--- config.mk ---
export PLATFORM = sky130hd
export DESIGN_NAME = load_store_unit
export DESIGN_NICKNAME = d
export VERILOG_FILES = /design/src/rtl/lsu_pkg.sv /design/src/rtl/byte_lane_merge.sv /design/src/rtl/load_store_unit.sv
export SDC_FILE = /design/constraint.sdc
export NUM_CORES = 1
export LEC_CHECK = 0
export ABC_AREA = 1
export CAP_MARGIN = 20
export CORE_ASPECT_RATIO = 0.7
export CORE_MARGIN = 2
export CORE_UTILIZATION = 53
export CTS_CLUSTER_DIAMETER = 100
export CTS_CLUSTER_SIZE = 16
export DETAILED_ROUTE_END_ITERATION = 7
export PLACE_DENSITY = 0.82
export SYNTH_ARGS = -nofsm -noshare
export SYNTH_HDL_FRONTEND = slang
export SYNTH_HIERARCHICAL = 1
export SYNTH_SLANG_ARGS = --single-unit
--- constraint.sdc ---
create_clock -name clk -period 2 [get_ports clk]
set_clock_uncertainty 0.1 [all_clocks]
set_input_delay 0.4 -clock clk [delete_from_list [all_inputs] [get_ports clk]]
set_output_delay 0.4 -clock clk [all_outputs]
set_load 0.01 [all_outputs]
--- src/rtl/lsu_pkg.sv ---
// lsu_pkg: shared states, access sizes, funct3/opcode encodings and size helper for the load/store unit
package lsu_pkg;
    typedef enum logic [2:0] {IDLE, READ, MERGE, WRITE, DONE} lsu_state_t;
    localparam logic [1:0] SZ_B = 2'b00;
    localparam logic [1:0] SZ_H = 2'b01;
    localparam logic [1:0] SZ_W = 2'b10;
    localparam logic [1:0] SZ_D = 2'b11;
    localparam logic [2:0] F3_LB  = 3'b000;
    localparam logic [2:0] F3_LH  = 3'b001;
    localparam logic [2:0] F3_LW  = 3'b010;
    localparam logic [2:0] F3_LD  = 3'b011;
    localparam logic [2:0] F3_LBU = 3'b100;
    localparam logic [2:0] F3_LHU = 3'b101;
    localparam logic [2:0] F3_LWU = 3'b110;
    localparam logic [2:0] F3_SB  = 3'b000;
    localparam logic [2:0] F3_SH  = 3'b001;
    localparam logic [2:0] F3_SW  = 3'b010;
    localparam logic [2:0] F3_SD  = 3'b011;
    localparam logic [6:0] OP_LOAD  = 7'b0000011;
    localparam logic [6:0] OP_STORE = 7'b0100011;
    function automatic logic [3:0] size_bytes(input logic [1:0] sz);
        return 4'd1 << sz;
    endfunction
endpackage

--- src/rtl/byte_lane_merge.sv ---
// byte_lane_merge: overlays the low size bytes of wdata onto old_dw starting at lane offset; lanes past 7 are dropped
module byte_lane_merge
    import lsu_pkg::*;
(
    input  logic [63:0] old_dw,
    input  logic [63:0] wdata,
    input  logic [2:0]  offset,
    input  logic [1:0]  size,
    output logic [63:0] merged,
    output logic [7:0]  mask
);
    logic [7:0]  w_base;
    logic [63:0] w_shifted;
    assign w_base    = 8'((9'd1 << size_bytes(size)) - 9'd1);
    assign mask      = w_base << offset;
    assign w_shifted = wdata << {offset, 3'b000};
    for (genvar g = 0; g < 8; g++) begin : g_lane
        assign merged[8*g +: 8] = mask[g] ? w_shifted[8*g +: 8] : old_dw[8*g +: 8];
    end
endmodule

--- src/rtl/load_store_unit.sv ---
// load_store_unit: multicycle data-memory access stage with read-modify-write sub-doubleword stores; LSU_MISALIGN_TRAP_EN adds a misalign trap output
module load_store_unit
    import lsu_pkg::*;
#(
    parameter int ADDR_W = 64,
    parameter int DATA_W = 64
) (
    input  logic              clk,
    input  logic              reset,
    input  logic              start,
    input  logic              is_store,
    input  logic [2:0]        funct3,
    input  logic [ADDR_W-1:0] addr,
    input  logic [DATA_W-1:0] store_data,
    output logic              busy,
    output logic              done,
    output logic [DATA_W-1:0] load_data,
    output logic              mem_req,
    output logic              mem_we,
    output logic [ADDR_W-1:0] mem_addr,
    output logic [DATA_W-1:0] mem_wdata,
`ifdef LSU_MISALIGN_TRAP_EN
    output logic              misalign,
`endif
    input  logic [DATA_W-1:0] mem_rdata,
    input  logic              mem_ack
);
    lsu_state_t  r_state;
    logic [2:0]  r_off;
    logic [1:0]  r_size;
    logic        r_store;
    logic [63:0] r_sdata;
    logic [63:0] r_rdbuf;
    logic [63:0] w_rd_shift;
    logic [63:0] w_ld;
    logic [63:0] w_merged;
    logic [7:0]  w_ld_mask;
    logic [7:0]  w_st_mask;
    logic        w_unused;
`ifdef LSU_MISALIGN_TRAP_EN
    logic [3:0]  w_nb;
    logic        w_misalign;
    assign w_nb       = size_bytes(funct3[1:0]);
    assign w_misalign = |(addr[2:0] & 3'(w_nb - 4'd1));
`endif
    // signedness (funct3[2]) is handled downstream; masks only feed the data path
    assign w_unused   = ^{funct3[2], w_ld_mask, w_st_mask};
    assign w_rd_shift = mem_rdata >> {r_off, 3'b000};

    // load path: right-align then keep size bytes, zero above
    byte_lane_merge u_load_mask (
        .old_dw (64'd0),
        .wdata  (w_rd_shift),
        .offset (3'd0),
        .size   (r_size),
        .merged (w_ld),
        .mask   (w_ld_mask)
    );

    // store path: insert store bytes into the doubleword read back from memory
    byte_lane_merge u_store_merge (
        .old_dw (r_rdbuf),
        .wdata  (r_sdata),
        .offset (r_off),
        .size   (r_size),
        .merged (w_merged),
        .mask   (w_st_mask)
    );

    // access sequencer with registered memory interface and status outputs
    always_ff @(posedge clk) begin
        if (reset) begin
            r_state   <= IDLE;
            r_off     <= '0;
            r_size    <= '0;
            r_store   <= 1'b0;
            r_sdata   <= '0;
            r_rdbuf   <= '0;
            busy      <= 1'b0;
            done      <= 1'b0;
            load_data <= '0;
            mem_req   <= 1'b0;
            mem_we    <= 1'b0;
            mem_addr  <= '0;
            mem_wdata <= '0;
`ifdef LSU_MISALIGN_TRAP_EN
            misalign  <= 1'b0;
`endif
        end else begin
            case (r_state)
                IDLE: begin
                    if (start) begin
                        r_off    <= addr[2:0];
                        r_size   <= funct3[1:0];
                        r_store  <= is_store;
                        r_sdata  <= store_data;
                        mem_addr <= {addr[ADDR_W-1:3], 3'b000};
                        busy     <= 1'b1;
`ifdef LSU_MISALIGN_TRAP_EN
                        if (w_misalign) begin
                            done     <= 1'b1;
                            misalign <= 1'b1;
                            r_state  <= DONE;
                        end else
`endif
                        begin
                            mem_req <= 1'b1;
                            if (is_store && funct3[1:0] == SZ_D) begin
                                mem_we    <= 1'b1;
                                mem_wdata <= store_data;
                                r_state   <= WRITE;
                            end else begin
                                mem_we  <= 1'b0;
                                r_state <= READ;
                            end
                        end
                    end
                end
                READ: begin
                    if (mem_ack) begin
                        mem_req <= 1'b0;
                        if (r_store) begin
                            r_rdbuf <= mem_rdata;
                            r_state <= MERGE;
                        end else begin
                            load_data <= w_ld;
                            done      <= 1'b1;
                            r_state   <= DONE;
                        end
                    end
                end
                MERGE: begin
                    mem_req   <= 1'b1;
                    mem_we    <= 1'b1;
                    mem_wdata <= w_merged;
                    r_state   <= WRITE;
                end
                WRITE: begin
                    if (mem_ack) begin
                        mem_req <= 1'b0;
                        mem_we  <= 1'b0;
                        done    <= 1'b1;
                        r_state <= DONE;
                    end
                end
                DONE: begin
                    done    <= 1'b0;
                    busy    <= 1'b0;
`ifdef LSU_MISALIGN_TRAP_EN
                    misalign <= 1'b0;
`endif
                    r_state <= IDLE;
                end
                default: r_state <= IDLE;
            endcase
        end
    end
endmodule
Word level (Yosys, flattened, before mapping)
Index checks and enable logic that the tools add are counted.

Register bits after elaboration: 330. Bits of input ports: 200. Output and inout port bits: 196. Logic and storage cells: 84.

$add $sub $neg: 1. Eq/ne operators: 11. Shift-type cells: 5. Multiplexer cells: 36. Bitwise operators: 1. Reduce and logical (&&, ||, !) cells: 17.

Operators by type and width (number): 64-bit two-way mux (2); 8-bit two-way mux (16); 64-bit one-hot mux with 2 select lines (1); 64-bit by 6-bit left shift with 64-bit output (1); 64-bit by 6-bit right shift with 64-bit output (1); 3-bit AND reduction (6); 3-bit two-way mux (4); 3-bit one-hot mux with 4 select lines (1); 2-bit inequality test (second input constant) (5); 1-bit one-hot mux with 3 select lines (3); 3-bit nonzero test (3); 1-bit by 4-bit left shift with 8-bit output (first input constant) (1); 8-bit by 3-bit left shift with 8-bit output (1); 8-bit by 1-bit subtractor with 8-bit output (second input constant) (1); 1-bit two-way mux (7); 3-bit by 2-bit equality test with 1-bit output (second input constant) (2); 2-bit AND reduction (2); 4-bit AND reduction (1); 2-bit nonzero test (2); 1-bit by 2-bit left shift with 4-bit output (first input constant) (1); 3-bit by 1-bit equality test with 1-bit output (second input constant) (1); 3-bit equality test (second input constant) (1); 3-bit logical NOT (1); 2-bit equality test (second input constant) (1); other kinds (6) (6).

Logic depth before layout (Yosys ltp)
Word-level depth: 6. Gate-level depth with buffers: 14. Gate-level depth less buffers: 13.

Cells and area by module
The synthesis kept the hierarchy.

Modules (own cells, without submodules): load_store_unit (times used 1, cells an instance 2166, area each 14532.7 um^2, seq. area each 6606.3 um^2); byte_lane_merge (times used 2, cells an instance 590, area each 2581.2 um^2, seq. area each 0.0 um^2).

Least setup slack after synthesis
No wires, ideal clock.

Path kind: reg-to-reg. From: register r_off[2]. To: register load_data[23]. Library setup time: 0.065 ns. Data arrival time: 1.722 ns. Data required time: 1.835 ns. Setup slack: 0.113 ns. Cell stages (with the launch flop): 13. Path buffers: 3. Period minus slack after synthesis: 1.887 ns. Cell sequence: dfxtp_1 > clkbuf_1 > inv_1 > clkbuf_1 > clkbuf_1 > o211ai_1 > o21ai_0 > nand2_1 > nand3_1 > nand2_1 > o21ai_1 > o21ai_0 > nor2_1.

Cells in the longest elaborated chain, start to end: 2.

Ends and longest elaborated chain: start: declaration (RTL line load_store_unit.sv:29) `logic [2:0] r_off;`; start signal: assignment (RTL line load_store_unit.sv:93) `r_off <= addr[2:0];`; 64-bit by 6-bit right shift with 64-bit output (RTL line load_store_unit.sv:48) `assign w_rd_shift = mem_rdata >> {r_off, 3'b000};`; net w_rd_shift[23] (RTL line load_store_unit.sv:34) `logic [63:0] w_rd_shift;`; 8-bit two-way mux (RTL line byte_lane_merge.sv:18) `assign merged[8*g +: 8] = mask[g] ? w_shifted[8*g +: 8] : old_dw[8*g +: 8];`; net w_ld[23] (RTL line load_store_unit.sv:35) `logic [63:0] w_ld;`; end signal: assignment (RTL line load_store_unit.sv:126) `load_data <= w_ld;`; end: declaration (RTL line load_store_unit.sv:17) `output logic [DATA_W-1:0] load_data,`.

The timed path passes the listed nets, and every way through them passes these cells. A chain may end at the register's enable or synchronous reset.

Final worst setup path
From: register r_off[0]. To: register load_data[54].

The elaborated chain is that of the path after synthesis.

==> metrics.md <==
| Metric | Value |
|---|---|
| Worst ir drop on vdd | `approximately 0.00064 V` |
| Fmax | `468.9 MHz` |
| Yosys warnings | `6` |
| DR vias/cell | `5.836` |
| Final Non-Filler Cells | `4364` |
| Pins Over Slew Limit | `0` |
| DRC | `0` |
| Worst-path maximum fanout | `5` |
| Switching share of total power | `38.83%` |
| DRT Wirelength | `87690 µm` |
| RSZ-0062 raised after global routing | `true` |
| Inserted Clock Buffers | `24` |
| Initial DRC count | `3437` |
| Setup ws final | `-0.1327 ns` |
| Sequential share of power | `35.6%` |
| Pwr Total | `21.60 mW` |
| Placed cell count | `4278` |
| Die Y | `165.2 µm` |
| Iteration count of the initial detailed-routing pass | `7` |
| Netlist Area Pre-Place | `just under 20000 µm²` |
| Routed WL per cell | `20.09 µm` |
| Final hold violations | `0` |
| P_leak | `13.52 nW` |
| Hpwl dp | `around 62000 µm` |
| DP Area | `about 25000 µm²` |
| Mean Syn Cell Area | `just under 6 µm²` |
| Core Util, Final | `77.53%` |
| GRT overflow | `0` |
| Slew headroom | `between 60% and 70%` |
| Clock share of power | `21.7%` |
| Clock latency on the worst-skew pair | `0.60 ns` |
| PD cells | `755.0 nW/µm²` |
| Hold_sp | `mem_addr[27]$_SDFFE_PP0P_` |
| Int Power | `13.22 mW` |
| Io pins | `396` |
| Type of the most critical hold path | `reg -> reg` |
| Row count | `59` |
| Global-route wire length before repair | `124400 µm` |
| Crit path largest cell delay | `roughly 0.47 ns` |
| R2R Path Start | `r_off[0]$_SDFFE_PP0P_` |
| Post-DRT Antenna Nets | `0` |
| Vias in the first global route | `~22000` |
| Crit end category | `register` |
| Required @ worst endpoint | `2.39 ns` |
| Most common cell after layout, fill and taps aside | `nand2_1` |
| Fin area | `28610 µm²` |
| Status | `complete, but fails checks` |
| Critical path type | `reg -> reg` |
| GP Congestion | `0.9949` |
| Synth-to-layout area growth | `45.40%` |
| Worst-path clk slew | `0.07 ns` |
| Max-cap violations | `0` |
| Post-layout min period | `2.133 ns` |
| Vias | `between 20000 and 30000` |
| Slowest CP cell | `dfxtp_4` |
| Number of fill cells | `~2700` |
| Initial antenna violation count | `9` |
| Core area | `36910 µm²` |
| Logic pwr share | `42.7%` |
| Layout cell share with drive strength beyond 1 | `18.62%` |
| Net count, final | `4066` |
| Clock sinks | `330` |
| Worst Max-Slew Pin Slew | `0.5707 ns` |
| Cell count after synthesis | `around 3300` |
| Crit path launch type | `register` |
| WP data arrival | `2.52 ns` |
| Crit path from | `r_off[0]$_SDFFE_PP0P_` |
| Max clock buf depth | `3` |
| Switching power | `8.389 mW` |
| Most frequent cells in the layout | `950 x nand2_1, 413 x nor2_1, 335 x clkdlybuf4s50_1, 318 x nand3_1, 318 x dfxtp_1` |
| Die area | `approximately 39000 µm²` |
| Place WS | `-0.4791 ns` |
| CTS tree | `done` |
| Critical Path Most Common Cell | `nand2_1` |
| Final setup fails | `77` |
| Critical path cell sequence | `clkbuf_16, buf_4, nand2_1, nand2_4, nand2_1, nor2_1, nand2_1, nand3_1, nand3_1, nand2_2, nand2_1, nand2_1, o21ai_1, nor2_1` |
| Hold-fix buffers at CTS | `0` |
| CP delay by family, top | `simple AND/OR/NAND/NOR gates` |
| Clk Tree Root Cell | `clkbuf_16` |
| IO Port Bufs | `approximately 390` |
| Failing checks | `negative setup slack` |
| CTS H-Tree Depth | `1` |
| CP Buf/Inv Count | `2` |
| Starting Density | `53.32%` |
| Die X | `between 200 and 250 µm` |
| Period Utilization, post-route | `106.6%` |
| Maximum number of pins on one net before global-route repair | `103` |
| Gr usage total | `between 40 and 50%` |
[worst reg2reg max path, delay by kind of cell (launching register included)]
family / cells / cell delay [ns]
AO/OA/AOI/OAI: 1 / 0.07
buffers and inverters: 2 / 0.33
flip-flops: 1 / 0.47
AND/OR/NAND/NOR: 11 / 1.09
[sequential cells by signal (all words and copies together) (netlist names), 2 cells and up]
signal and count:
mem_addr 61, r_sdata 64, r_off 3, r_state 3, load_data 64, r_rdbuf 64, r_size 2, mem_wdata 64
[cell type report]
type	count	area, µm²	area share, %
inverter	222	878.3	3.070
antenna	9	22.52	0.07871
sequential	330	6626	23.16
timing repair buffer	661	6857	23.96
multi-input combinational	2627	12980	45.37
tap	488	610.6	2.134
clock inverter	1	8.758	0.03061
clock buffer	26	629.4	2.199
[power groups by stage]
stage / clock [mW] / sequential, mW / combinational, mW
5_1_grt: 4.86 / 7.74 / 9.78
3_3_place_gp: 0 / 7.75 / 7.31
2_1_floorplan: 0 / 7.81 / 3.87
6_report: 4.69 / 7.69 / 9.22
3_5_place_dp: 0 / 7.78 / 7.44
4_1_cts: 4.67 / 7.64 / 7.69
[layer usage]
metal	global-route usage (%)	vias up	share of wire, %
li1	-	11664	-
met1	56.26	11718	40
met2	61.85	1786	42
met3	10.22	299	13
met4	18.98	0	4.9
met5	0	-	0
[worst paths after layout]
kind	cells after the start	slack, ns	to
setup / recovery	14	-0.13	load_data[54]$_SDFFE_PP0P_
hold / removal	2	0.35	mem_addr[27]$_SDFFE_PP0P_
setup reg to reg	14	-0.13	load_data[54]$_SDFFE_PP0P_
hold reg to reg	2	0.35	mem_addr[27]$_SDFFE_PP0P_
[metrics by stage]
step / hold WS [ns] / setup TNS, ns
2_1_floorplan: 0.3237 / 0
3_3_place_gp: 0.3286 / -23.23
3_5_place_dp: 0.3368 / -26.91
4_1_cts: 0.3468 / -1.203
5_1_grt: 0.3709 / -11.22
6_report: 0.3473 / -3.304
[what timing repair did]
item | in CTS | in global routing
gates resized for setup | 125 | 453
endpoints found under the setup margin | 103 | 154
cloned | 3 | 15
buffers inserted | 2 | 31
pin swaps | 12 | 301
Power figures use the tool's default switching activity.
